===== src/rtl/stopwatch_ctrl.sv =====
// Stopwatch run/pause/lap controller with a clock-enabled seconds/minutes
// engine derived from a single system clock.
module stopwatch_ctrl #(
    parameter int TICK_DIV = 50_000_000,
    parameter int SEC_MAX  = 59,
    parameter int MIN_MAX  = 59
) (
    input  logic       clk,
    input  logic       rst,
    input  logic       start_stop,
    input  logic       lap_reset,
    output logic [5:0] secs,
    output logic [5:0] mins,
    output logic       sec_tick,
    output logic       min_tick,
    output logic       running,
    output logic       lapped,
    output logic [1:0] state
);

    localparam int PW = $clog2(TICK_DIV);
    localparam logic [PW-1:0] PRE_LAST = PW'(TICK_DIV - 1);
    localparam logic [5:0]    SEC_LAST = 6'(SEC_MAX);
    localparam logic [5:0]    MIN_LAST = 6'(MIN_MAX);

    typedef enum logic [1:0] {
        S_IDLE  = 2'd0,
        S_RUN   = 2'd1,
        S_PAUSE = 2'd2,
        S_LAP   = 2'd3
    } state_t;

    state_t        st_q, st_d;
    logic [PW-1:0] pre_q, pre_d;
    logic [5:0]    sec_q, sec_d;
    logic [5:0]    min_q, min_d;
    logic [5:0]    lsec_q, lsec_d;
    logic [5:0]    lmin_q, lmin_d;
    logic [5:0]    secs_d, mins_d;
    logic          cnt_en, tick, sec_wrap;

    // A start_stop seen while counting stops the count on that same edge.
    assign cnt_en = (st_q == S_RUN || st_q == S_LAP) && !start_stop;

    always_comb begin
        st_d     = st_q;
        pre_d    = pre_q;
        sec_d    = sec_q;
        min_d    = min_q;
        lsec_d   = lsec_q;
        lmin_d   = lmin_q;
        tick     = 1'b0;
        sec_wrap = 1'b0;

        if (cnt_en) begin
            if (pre_q == PRE_LAST) begin
                pre_d = '0;
                tick  = 1'b1;
            end else begin
                pre_d = pre_q + PW'(1);
            end
        end

        if (tick) begin
            if (sec_q == SEC_LAST) begin
                sec_d    = '0;
                sec_wrap = 1'b1;
                min_d    = (min_q == MIN_LAST) ? 6'd0 : min_q + 6'd1;
            end else begin
                sec_d = sec_q + 6'd1;
            end
        end

        unique case (st_q)
            S_IDLE: begin
                if (start_stop) st_d = S_RUN;
            end
            S_RUN: begin
                if (start_stop) begin
                    st_d = S_PAUSE;
                end else if (lap_reset) begin
                    st_d   = S_LAP;
                    lsec_d = sec_d;
                    lmin_d = min_d;
                end
            end
            S_LAP: begin
                if (start_stop)     st_d = S_PAUSE;
                else if (lap_reset) st_d = S_RUN;
            end
            S_PAUSE: begin
                if (start_stop) begin
                    st_d = S_RUN;
                end else if (lap_reset) begin
                    st_d   = S_IDLE;
                    pre_d  = '0;
                    sec_d  = '0;
                    min_d  = '0;
                    lsec_d = '0;
                    lmin_d = '0;
                end
            end
            default: st_d = S_IDLE;
        endcase

        secs_d = (st_d == S_LAP) ? lsec_d : sec_d;
        mins_d = (st_d == S_LAP) ? lmin_d : min_d;
    end

    always_ff @(posedge clk) begin
        if (rst) begin
            st_q     <= S_IDLE;
            pre_q    <= '0;
            sec_q    <= '0;
            min_q    <= '0;
            lsec_q   <= '0;
            lmin_q   <= '0;
            secs     <= '0;
            mins     <= '0;
            sec_tick <= 1'b0;
            min_tick <= 1'b0;
        end else begin
            st_q     <= st_d;
            pre_q    <= pre_d;
            sec_q    <= sec_d;
            min_q    <= min_d;
            lsec_q   <= lsec_d;
            lmin_q   <= lmin_d;
            secs     <= secs_d;
            mins     <= mins_d;
            sec_tick <= tick;
            min_tick <= sec_wrap;
        end
    end

    assign state   = st_q;
    assign running = (st_q == S_RUN) || (st_q == S_LAP);
    assign lapped  = (st_q == S_LAP);

endmodule


===== config.mk =====
export PLATFORM = sky130hd
export DESIGN_NAME = stopwatch_ctrl
export DESIGN_NICKNAME = d
export VERILOG_FILES = /design/src/rtl/stopwatch_ctrl.sv
export SDC_FILE = /design/constraint.sdc
export NUM_CORES = 1
export LEC_CHECK = 0
export BUFFER_PORTS_ARGS = -buffer_cell sky130_fd_sc_hd__buf_4
export CAP_MARGIN = 20
export CORE_AREA = 2 2 77 79
export CTS_CLUSTER_SIZE = 16
export DETAILED_ROUTE_END_ITERATION = 12
export DIE_AREA = 0 0 79 81
export PLACE_DENSITY = 0.76
export SLEW_MARGIN = 20
export SYNTH_ARGS = -nofsm -noshare
export SYNTH_HDL_FRONTEND = slang
export SYNTH_SLANG_ARGS = --single-unit

===== constraint.sdc =====
create_clock -name clk -period 6.4 [get_ports clk]
set_input_delay 1.28 -clock clk [delete_from_list [all_inputs] [get_ports clk]]
set_output_delay 1.28 -clock clk [all_outputs]
set_load 0.1 [all_outputs]

* After elaboration in Yosys (flattened, before gate mapping)
Index checks and enable logic that the tools add are counted.
** Operators by class
- Equal/unequal tests :: 7
- Divide/modulo/power cells :: 0
- Order comparisons :: 0
- Bitwise gates (word level) :: 1
- $add $sub $neg :: 3
- Muxes and demuxes :: 39
- Reduce and logical (&&, ||, !) cells :: 5
- Shifts and indexed selects :: 0
- Multipliers :: 0
** Operator list (count)
- 26-bit two-way mux :: 5
- 6-bit two-way mux :: 21
- 26-bit by 1-bit adder with 26-bit output (second input constant) :: 1
- 26-bit equality test (second input constant) :: 1
- 6-bit one-hot mux with 2 select lines :: 2
- 2-bit two-way mux :: 7
- 6-bit by 1-bit adder with 6-bit output (second input constant) :: 2
- 6-bit equality test (second input constant) :: 2
- 2-bit one-hot mux with 4 select lines :: 1
- 2-bit equality test (second input constant) :: 3
- 1-bit two-way mux :: 3
- 2-bit by 1-bit equality test with 1-bit output (second input constant) :: 1
- 2-bit logical NOT :: 1
- 2-bit OR reduction :: 1
- 1-bit logical AND :: 1
- 1-bit logical NOT :: 1
- 1-bit logical OR :: 1
- 1-bit inverter :: 1
** Storage, ports and cells
- RAM bits :: 0
- Memories :: 0
- Word-level logic and storage cells :: 65
- Input port bits :: 4
- Bits in latches :: 0
- Output and inout bits :: 18
- Bits in registers :: 66
- Bits in read-only memories :: 0

* Longest topological paths before layout
Gate-level depths: netlist of the first run.
- Depth after elaboration :: 9
- Mapped depth :: 9
- Mapped depth without buffers :: 8

* Least setup slack after synthesis of the first run
Ideal clock, no wire load.
- Kind :: register to output
- Start point :: reg st_q[0], in the netlist state[0]
- End point :: out running
- Cell stages (with the launch flop) :: 3
- Required time :: 5.120 ns
- Arrival :: 2.626 ns
- Slack :: 2.494 ns
- Buffers on the path :: 0
- Path through :: dfxtp_1 > ha_1 > or2_2
** On the way
- Longest elaborated chain between the ends :: 2
- Elaborated cells between the ends (all ways) :: 3
- Those cells by class :: eq/ne (2); reduce/logical (1)
** RTL lines
- start: declaration :: line 33 : state_t st_q, st_d;
- start signal: assignment :: line 123 : st_q <= st_d;
- 2-bit equality test
- net lapped :: line 17 : output logic lapped,
- 1-bit logical OR :: line 137 : assign running = (st_q == S_RUN) || (st_q == S_LAP);
- end: declaration :: line 16 : output logic running,
The timed path passes the listed nets, and every way through them passes these cells.

* Worst setup path after layout of the first run
- Start point :: reg st_q[1], in the netlist state[1]
- End point :: out running
** On the way
- Longest elaborated chain between the ends :: 2
- Elaborated cells between the ends (all ways) :: 3
- Those cells by class :: eq/ne (2); reduce/logical (1)
** RTL lines (line)
- 2-bit by 1-bit equality test with 1-bit output or 2-bit equality test (tied branches) :: 137
- 1-bit logical OR * :: 137
Every way passes the cells marked *; elsewhere a longest branch is shown, timed or not.

==> summary.txt, run 1 <==
Critical path
  – Critical path arrival: 1.94 ns
  – CP Max Fanout: 16
  – Critical Path RT: 5.12 ns
  – Worst Setup Path Type: reg2out
  – Setup crit end kind: primary output
  – Startpoint Class: flop

Placed design
  – Final HPWL DP: 4952 um
  – Dpl cells: 454
  – Dpl cell area: 3390 um^2
  – Dpl ws: 2.896 ns
  – IO buf count: 21
  – GP Congestion: 0.9150

Final layout
  – Design Area, Final: 3595 um^2
  – Non-filler cells, final: 470
  – Area of the multi-input gates: 1772 um^2
  – Fill cell count: 500
  – Register Area: 1321 um^2
  – Nets: 401
  – Antenna Cells: 0
  – P&R area growth vs syn: 12.36%
  – Fin util: 63.34%
  – Layout cell share with drive strength beyond 1: 14.18%

Drt
  – Iteration-0 DRC Markers: 191
  – Avg WL per Cell: 15.07 um
  – Vias per cell: 5.885
  – DR top layer: met4
  – Antenna-violating nets left: 0
  – WL met2: 3241 um
  – DR vias: 2766
  – Routed length on met1: 3325 um
  – Detailed-route wire length: 7081 um
  – Number of iterations in the first detailed-routing pass: 5
  – Detailed-routed wire length on met3: 391 um
  – DR DRC count: 0

Timing
  – Hold Slack: 0.5090 ns
  – Hold Vio Cnt, Final: 0
  – FMAX: 310.9 MHz
  – Final worst slack: 3.184 ns
  – Relative slew slack: 41.62%
  – Endpoints failing setup: 0
  – Slew @ Worst Pin: 0.8635 ns
  – Clock skew: 0.01483 ns
  – Setup tns final: 0 ns
  – Tcrit/Tclk final: 50.25%
  – Minimum clock period: 3.216 ns
  – RSZ-0062 raised after global routing: no
  – Max Slew Vio Count: 0

GRT
  – Total gr overflow: 0
  – Largest net degree at the start of global routing: 24
  – Initial antenna violation count: 0
  – Vias in the first global route: 2501
  – GRT Util Overall: 23.69%
  – First-pass GRT wire length: 11880 um

Power
  – VDD IR max: 0.1433 mV
  – P per Cell Area: 237.5 nW/um^2
  – Sw Ratio: 25.64%
  – Design Power: 0.8538 mW
  – Internal Power: 0.6349 mW
  – Clock power frac: 42.6%
  – Seq pwr share: 48.9%
  – Gate power share: 8.5%
  – Sw Pwr: 0.2189 mW
  – P_leak: 1.296 nW

Clock tree
  – Sink Count: 66
  – Worst-skew pair later-pin latency: 0.36 ns
  – Clock-pin slew on the worst setup and hold paths: 0.07 ns
  – CTS buffer count: 9
  – Max Root-Sink Buffers: 2
  – CTS Root Cell: clkbuf_8
  – # Post-CTS Setup Buffers: 0
  – H-tree levels: 3
  – TritonCTS clock tree: built
  – Cts hold-fix bufs: 0
  – CTS resizes: 0

Synth
  – Leading post-synthesis cells by cell area: dfxtp_1, nor2_1, xnor2_1
  – Synthesized instance count: 374
  – Area fraction of the dominant cell type after synthesis: 41.30%
  – Most common cell in the netlist: dfxtp_1
  – Synthesized area: 3199 um^2
  – Mapped Nets: 385
  – Post-synthesis register bit count: 66
  – Yosys top cell by area: dfxtp_1
  – Asr flop ratio synth: 0%
  – Leading cell types by count after synthesis: dfxtp_1, nor2_1, nand2_1, a21oi_1, o21ai_0
  – Synth Area per Inst: 8.554 um^2
  – Post-synth EDFFs: 0
  – Main flop type after synthesis: dfxtp_1
  – Synth warnings: 0
  – Sequential fraction of the synthesis area: 41.30%
  – Netlist cell types: 63

Die
  – Die Wd: 79 um
  – Die boundary height: 81 um
  – Die area: 6399 um^2
  – # rows: 28
  – Initial Utilization: 56.37%
  – CORE AREA: 5675 um^2
  – I/O Pins: 22

Run
  – Max_cap viols: 0

Min path
  – HP Class: reg2reg

Status
  – Status: completed
## final cells by class
class	count	area share, %
multi-input cells	280	49.29
flip-flops and latches	66	36.76
repair buffers	21	4.386
clock buffers	12	4.316
well taps	75	2.611
clock inverters	4	1.392
inverters	12	1.253
## path summary, 6_finish.rpt
check / start / end / slack (ns) / cells after the start
setup reg to reg: state[1] / pre_q[9] / 3.35 / 7
setup / recovery: state[1] / running / 3.18 / 4
hold reg to reg: pre_q[1] / pre_q[1] / 0.51 / 2
hold / removal: pre_q[1] / pre_q[1] / 0.51 / 2
## cells by family (layout without fill, tap and decap cells)
kind of cell | count (synthesis) | count (layout) | synth area share (%)
flip-flops | 66 | 66 | 41.30
AND/OR/NAND/NOR | 161 | 161 | 26.44
adder cells (fa/ha/maj) | 7 | 7 | 2.737
XOR/XNOR | 23 | 23 | 6.296
AO/OA/AOI/OAI | 80 | 80 | 16.86
multiplexers | 9 | 9 | 3.050
buffers and inverters | 28 | 49 | 3.324
## registers in the layout, summed over array words and instances, names as in the netlist
name	count
min_q	6
mins	6
pre_q	26
state	2
sec_q	6
secs	6
sec_tick	1
lmin_q	6
lsec_q	6
min_tick	1
## layout by cell type, fill, tap and decap left out, types with 2 or more instances in the layout
cell | Yosys | final
nor3b_1 | 2 | 2
o31a_1 | 2 | 2
mux2_2 | 6 | 6
o2bb2ai_1 | 2 | 2
or3_1 | 6 | 6
inv_1 | 12 | 12
or2_2 | 2 | 2
ha_1 | 7 | 7
xnor2_1 | 13 | 13
a21boi_0 | 2 | 2
o22ai_1 | 3 | 3
o311a_1 | 2 | 2
xor2_1 | 10 | 10
o21a_1 | 4 | 4
nor2b_1 | 6 | 6
nor4b_1 | 3 | 3
o31ai_1 | 4 | 4
and4b_1 | 2 | 2
buf_4 | 0 | 21
o41ai_1 | 3 | 3
clkinvlp_4 | 0 | 2
a21oi_1 | 20 | 20
nor3_1 | 7 | 7
dfxtp_1 | 66 | 66
mux2i_1 | 3 | 3
nand2_1 | 28 | 28
o211ai_1 | 2 | 2
clkbuf_8 | 0 | 11
and2_1 | 5 | 5
a31oi_1 | 2 | 2
o32ai_1 | 2 | 2
nor4_1 | 4 | 4
nor2_1 | 56 | 56
and4_1 | 2 | 2
nand3_1 | 17 | 17
or4_1 | 2 | 2
o21ai_0 | 18 | 18
nand4_1 | 8 | 8
## layer usage
| layer | vias to the layer above | track usage [%] |
|---|---|---|
| li1 | 1370 | - |
| met1 | 1300 | 32.32 |
| met4 | 0 | 9.655 |
| met5 | - | 0 |
| met3 | 11 | 4.667 |
| met2 | 85 | 36.95 |
## worst max-delay path, cell delays in order (launching register included)
cell and delay, ns:
dfxtp_1 0.34, inv_1 0.10, ha_1 0.61, or2_2 0.26, buf_4 0.29
## power by group through the flow
| stage | Clock, mW | Sequential [mW] | Combinational, mW |
|---|---|---|---|
| floorplan | 0 | 0.434 | 0.0478 |
| global placement | 0 | 0.427 | 0.0712 |
| detailed placement | 0 | 0.427 | 0.0716 |
| CTS | 0.365 | 0.418 | 0.0718 |
| global route | 0.382 | 0.418 | 0.0782 |
| finish | 0.363 | 0.418 | 0.0727 |
(Power assumes the default switching activity.)
==> inputs of run 2 (changes only) <==
Clock period 6.4 ns to 3.1 ns, I/O delays scaled along.
==> summary.txt, run 2 (synthesis gave the netlist of run 1 again) <==
Status
  – Status: completed

Timing
  – Setup tns final: 0 ns (unchanged)
  – Hold Vio Cnt, Final: 0 (unchanged)
  – Endpoints failing setup: 0 (unchanged)
  – Slew @ Worst Pin: 0.5319 ns (-0.3315 ns)
  – Final worst slack: 0.5517 ns (-2.632 ns)
  – Tcrit/Tclk final: 82.20%
  – Clock skew: 0.007261 ns (-0.007570 ns)
  – FMAX: 392.4 MHz
  – Relative slew slack: 64.07% (+22 points)
  – Max Slew Vio Count: 0 (unchanged)
  – RSZ-0062 raised after global routing: no
  – Minimum clock period: 2.548 ns
  – Hold Slack: 0.4967 ns (-0.01230 ns)

Critical path
  – CP Max Fanout: 7 (-9)
  – Startpoint Class: flop
  – Crit Reg-Reg Endpoint: secs[4]
  – R2R Setup Slk: 0.55 ns (-2.80 ns)
  – Worst Setup Path Type: reg2reg
  – Critical Path Slowest Stage Cell: o41ai_1
  – Worst Path Buf+Inv: 0 (-2)
  – Critical path arrival: 2.78 ns (+0.84 ns)
  – Setup crit end kind: flop
  – CP dominant cell by count: o41ai_1
  – Delay-heaviest family, CP: compound AO/OA/AOI/OAI gates
  – Reg2Reg Depth: 7 (unchanged)
  – Critical-path cell list: ha_1 > nand4_2 > nor4_4 > nand2_4 > o41ai_1 > a21oi_1 > o41ai_1
  – Critical Path RT: 3.33 ns (-1.79 ns)
  – Max incr delay on CP: 0.54 ns (-0.07 ns)
  – Worst reg2reg startpoint: pre_q[0]

Clock tree
  – CTS Root Cell: clkbuf_8
  – Worst-skew pair later-pin latency: 0.34 ns (-0.02 ns)
  – Clock-pin slew on the worst setup and hold paths: 0.07 ns (about the same)
  – CTS resizes: 0 (unchanged)
  – Sink Count: 66 (unchanged)
  – Cts hold-fix bufs: 0 (unchanged)
  – TritonCTS clock tree: built
  – H-tree levels: 3 (unchanged)
  – CTS buffer count: 9 (unchanged)
  – Max Root-Sink Buffers: 2 (unchanged)
  – # Post-CTS Setup Buffers: 0 (unchanged)

Final layout
  – Antenna Cells: 0 (unchanged)
  – Design Area, Final: 3662 um^2 (+1.9%)
  – Commonest cells after routing, fill and taps aside: dfxtp_1, nor2_1, buf_4, nand2_1, a21oi_1
  – P&R area growth vs syn: 14.47%
  – Most flop-heavy register: pre_q
  – Layout cell share with drive strength beyond 1: 16.13% (+2.0 points)
  – Nets: 409 (+2.0%)
  – Fin util: 64.53% (+1.2 points)
  – Most common cell after layout, fill and taps aside: dfxtp_1
  – Max reg flops: 26 (unchanged)

Min path
  – Hold Path Stages: 2 (unchanged)
  – HP Class: reg2reg
  – Hold path start: pre_q[1]
  – Hold Path End: pre_q[1]

Drt
  – Detailed-route wire length: 7174 um (+1.3%)
  – Antenna-violating nets left: 0 (unchanged)
  – Vias per cell: 5.780 (-1.8%)
  – Avg WL per Cell: 15.01 um (-0.38%)
  – Iteration-0 DRC Markers: 187 (-2.1%)
  – DR DRC count: 0 (unchanged)
  – Number of iterations in the first detailed-routing pass: 4 (-1)
  – DR vias: 2763 (-0.11%)

GRT
  – Largest net degree at the start of global routing: 24 (unchanged)
  – Vias in the first global route: 2517 (+0.64%)
  – Initial antenna violation count: 0 (unchanged)
  – Grt peak-use layer: met2
  – GR Util met1: 31.44% (-0.88 points)
  – First-pass GRT wire length: 11900 um (+0.18%)
  – Grt met2 use: 36.69% (-0.25 points)
  – GRT Util Overall: 23.93% (+0.24 points)
  – Total gr overflow: 0 (unchanged)
  – M3 GR Usage: 5.778% (+1.1 points)

Die
  – Initial Utilization: 56.37% (unchanged)
  – Die boundary height: 81 um (unchanged)
  – Die area: 6399 um^2 (unchanged)
  – I/O Pins: 22 (unchanged)
  – CORE AREA: 5675 um^2 (unchanged)
  – Die Wd: 79 um (unchanged)
  – # rows: 28 (unchanged)

Power
  – Sw Ratio: 24.87% (-0.77 points)
  – VDD IR max: 0.3225 mV (+130%)
  – Seq pwr share: 49.2% (+0.3 points)
  – Gate power share: 9.0% (+0.5 points)
  – Sw Pwr: 0.4368 mW (+100%)
  – P per Cell Area: 479.6 nW/um^2 (+100%)
  – Clock power frac: 41.8% (-0.8 points)
  – Internal Power: 1.320 mW (+110%)
  – P_leak: 1.337 nW (+3.2%)

Placed design
  – GP Congestion: 0.9627 (+5.2%)
  – Dpl cell area: 3465 um^2 (+2.2%)
  – IO buf count: 21 (unchanged)
  – Dpl ws: 0.4309 ns (-2.465 ns)
  – Final HPWL DP: 5123 um (+3.5%)

Run
  – Max_cap viols: 0 (unchanged)
## run 2: changes by cell type in the layout (fill, tap and decap cells not counted), sizes merged
cell / change
clkbuf: +2
clkinvlp: -2
buf: +8
## run 2: layer usage
layer | wire, um | vias up | share of wire [%]
met5 | 0 | - | 0
li1 | - | 1388 | -
met1 | 3325 | 1287 | 46
met3 | 397 | 16 | 5.5
met4 | 172 | 0 | 2.4
met2 | 3279 | 72 | 46
## run 2: layout make-up
cell class	count	area, um^2
sequential	66	1324
timing repair buffer	29	217.7
multi-input combinational	280	1784
tap	75	93.84
clock buffer	14	162.7
clock inverter	2	35.03
fill	511	2013
inverter	12	45.04
## run 2: worst max-delay path by stage
stage	from	slack, ns	depth (start not counted)	to
floorplan	state[1]	0.19	9	mins[2]
global placement	start_stop	0.50	7	secs[3]
detailed placement	start_stop	0.43	7	secs[4]
CTS	pre_q[0]	0.57	7	secs[4]
global route	pre_q[0]	0.35	7	secs[4]
finish	pre_q[0]	0.55	7	secs[4]
## run 2: per-stage QoR
step	total power, mW	std cells
final	1.756	478
after global placement	1.039	462
after detailed placement	1.040	462
after floorplan	0.9967	374
after global routing	1.818	478
after CTS	1.764	478
## run 2: tightest hold or removal path, stage by stage, from the launching register on
cell and delay (ns):
dfxtp_1 0.33, nand2_1 0.06, a21oi_1 0.05
## run 2: power by group through the flow
stage | clock network [mW] | logic, mW | registers (mW)
final | 0.734 | 0.159 | 0.864
after global routing | 0.782 | 0.172 | 0.865
after CTS | 0.743 | 0.157 | 0.864
after detailed placement | 0 | 0.156 | 0.883
after global placement | 0 | 0.155 | 0.883
after floorplan | 0 | 0.0988 | 0.898
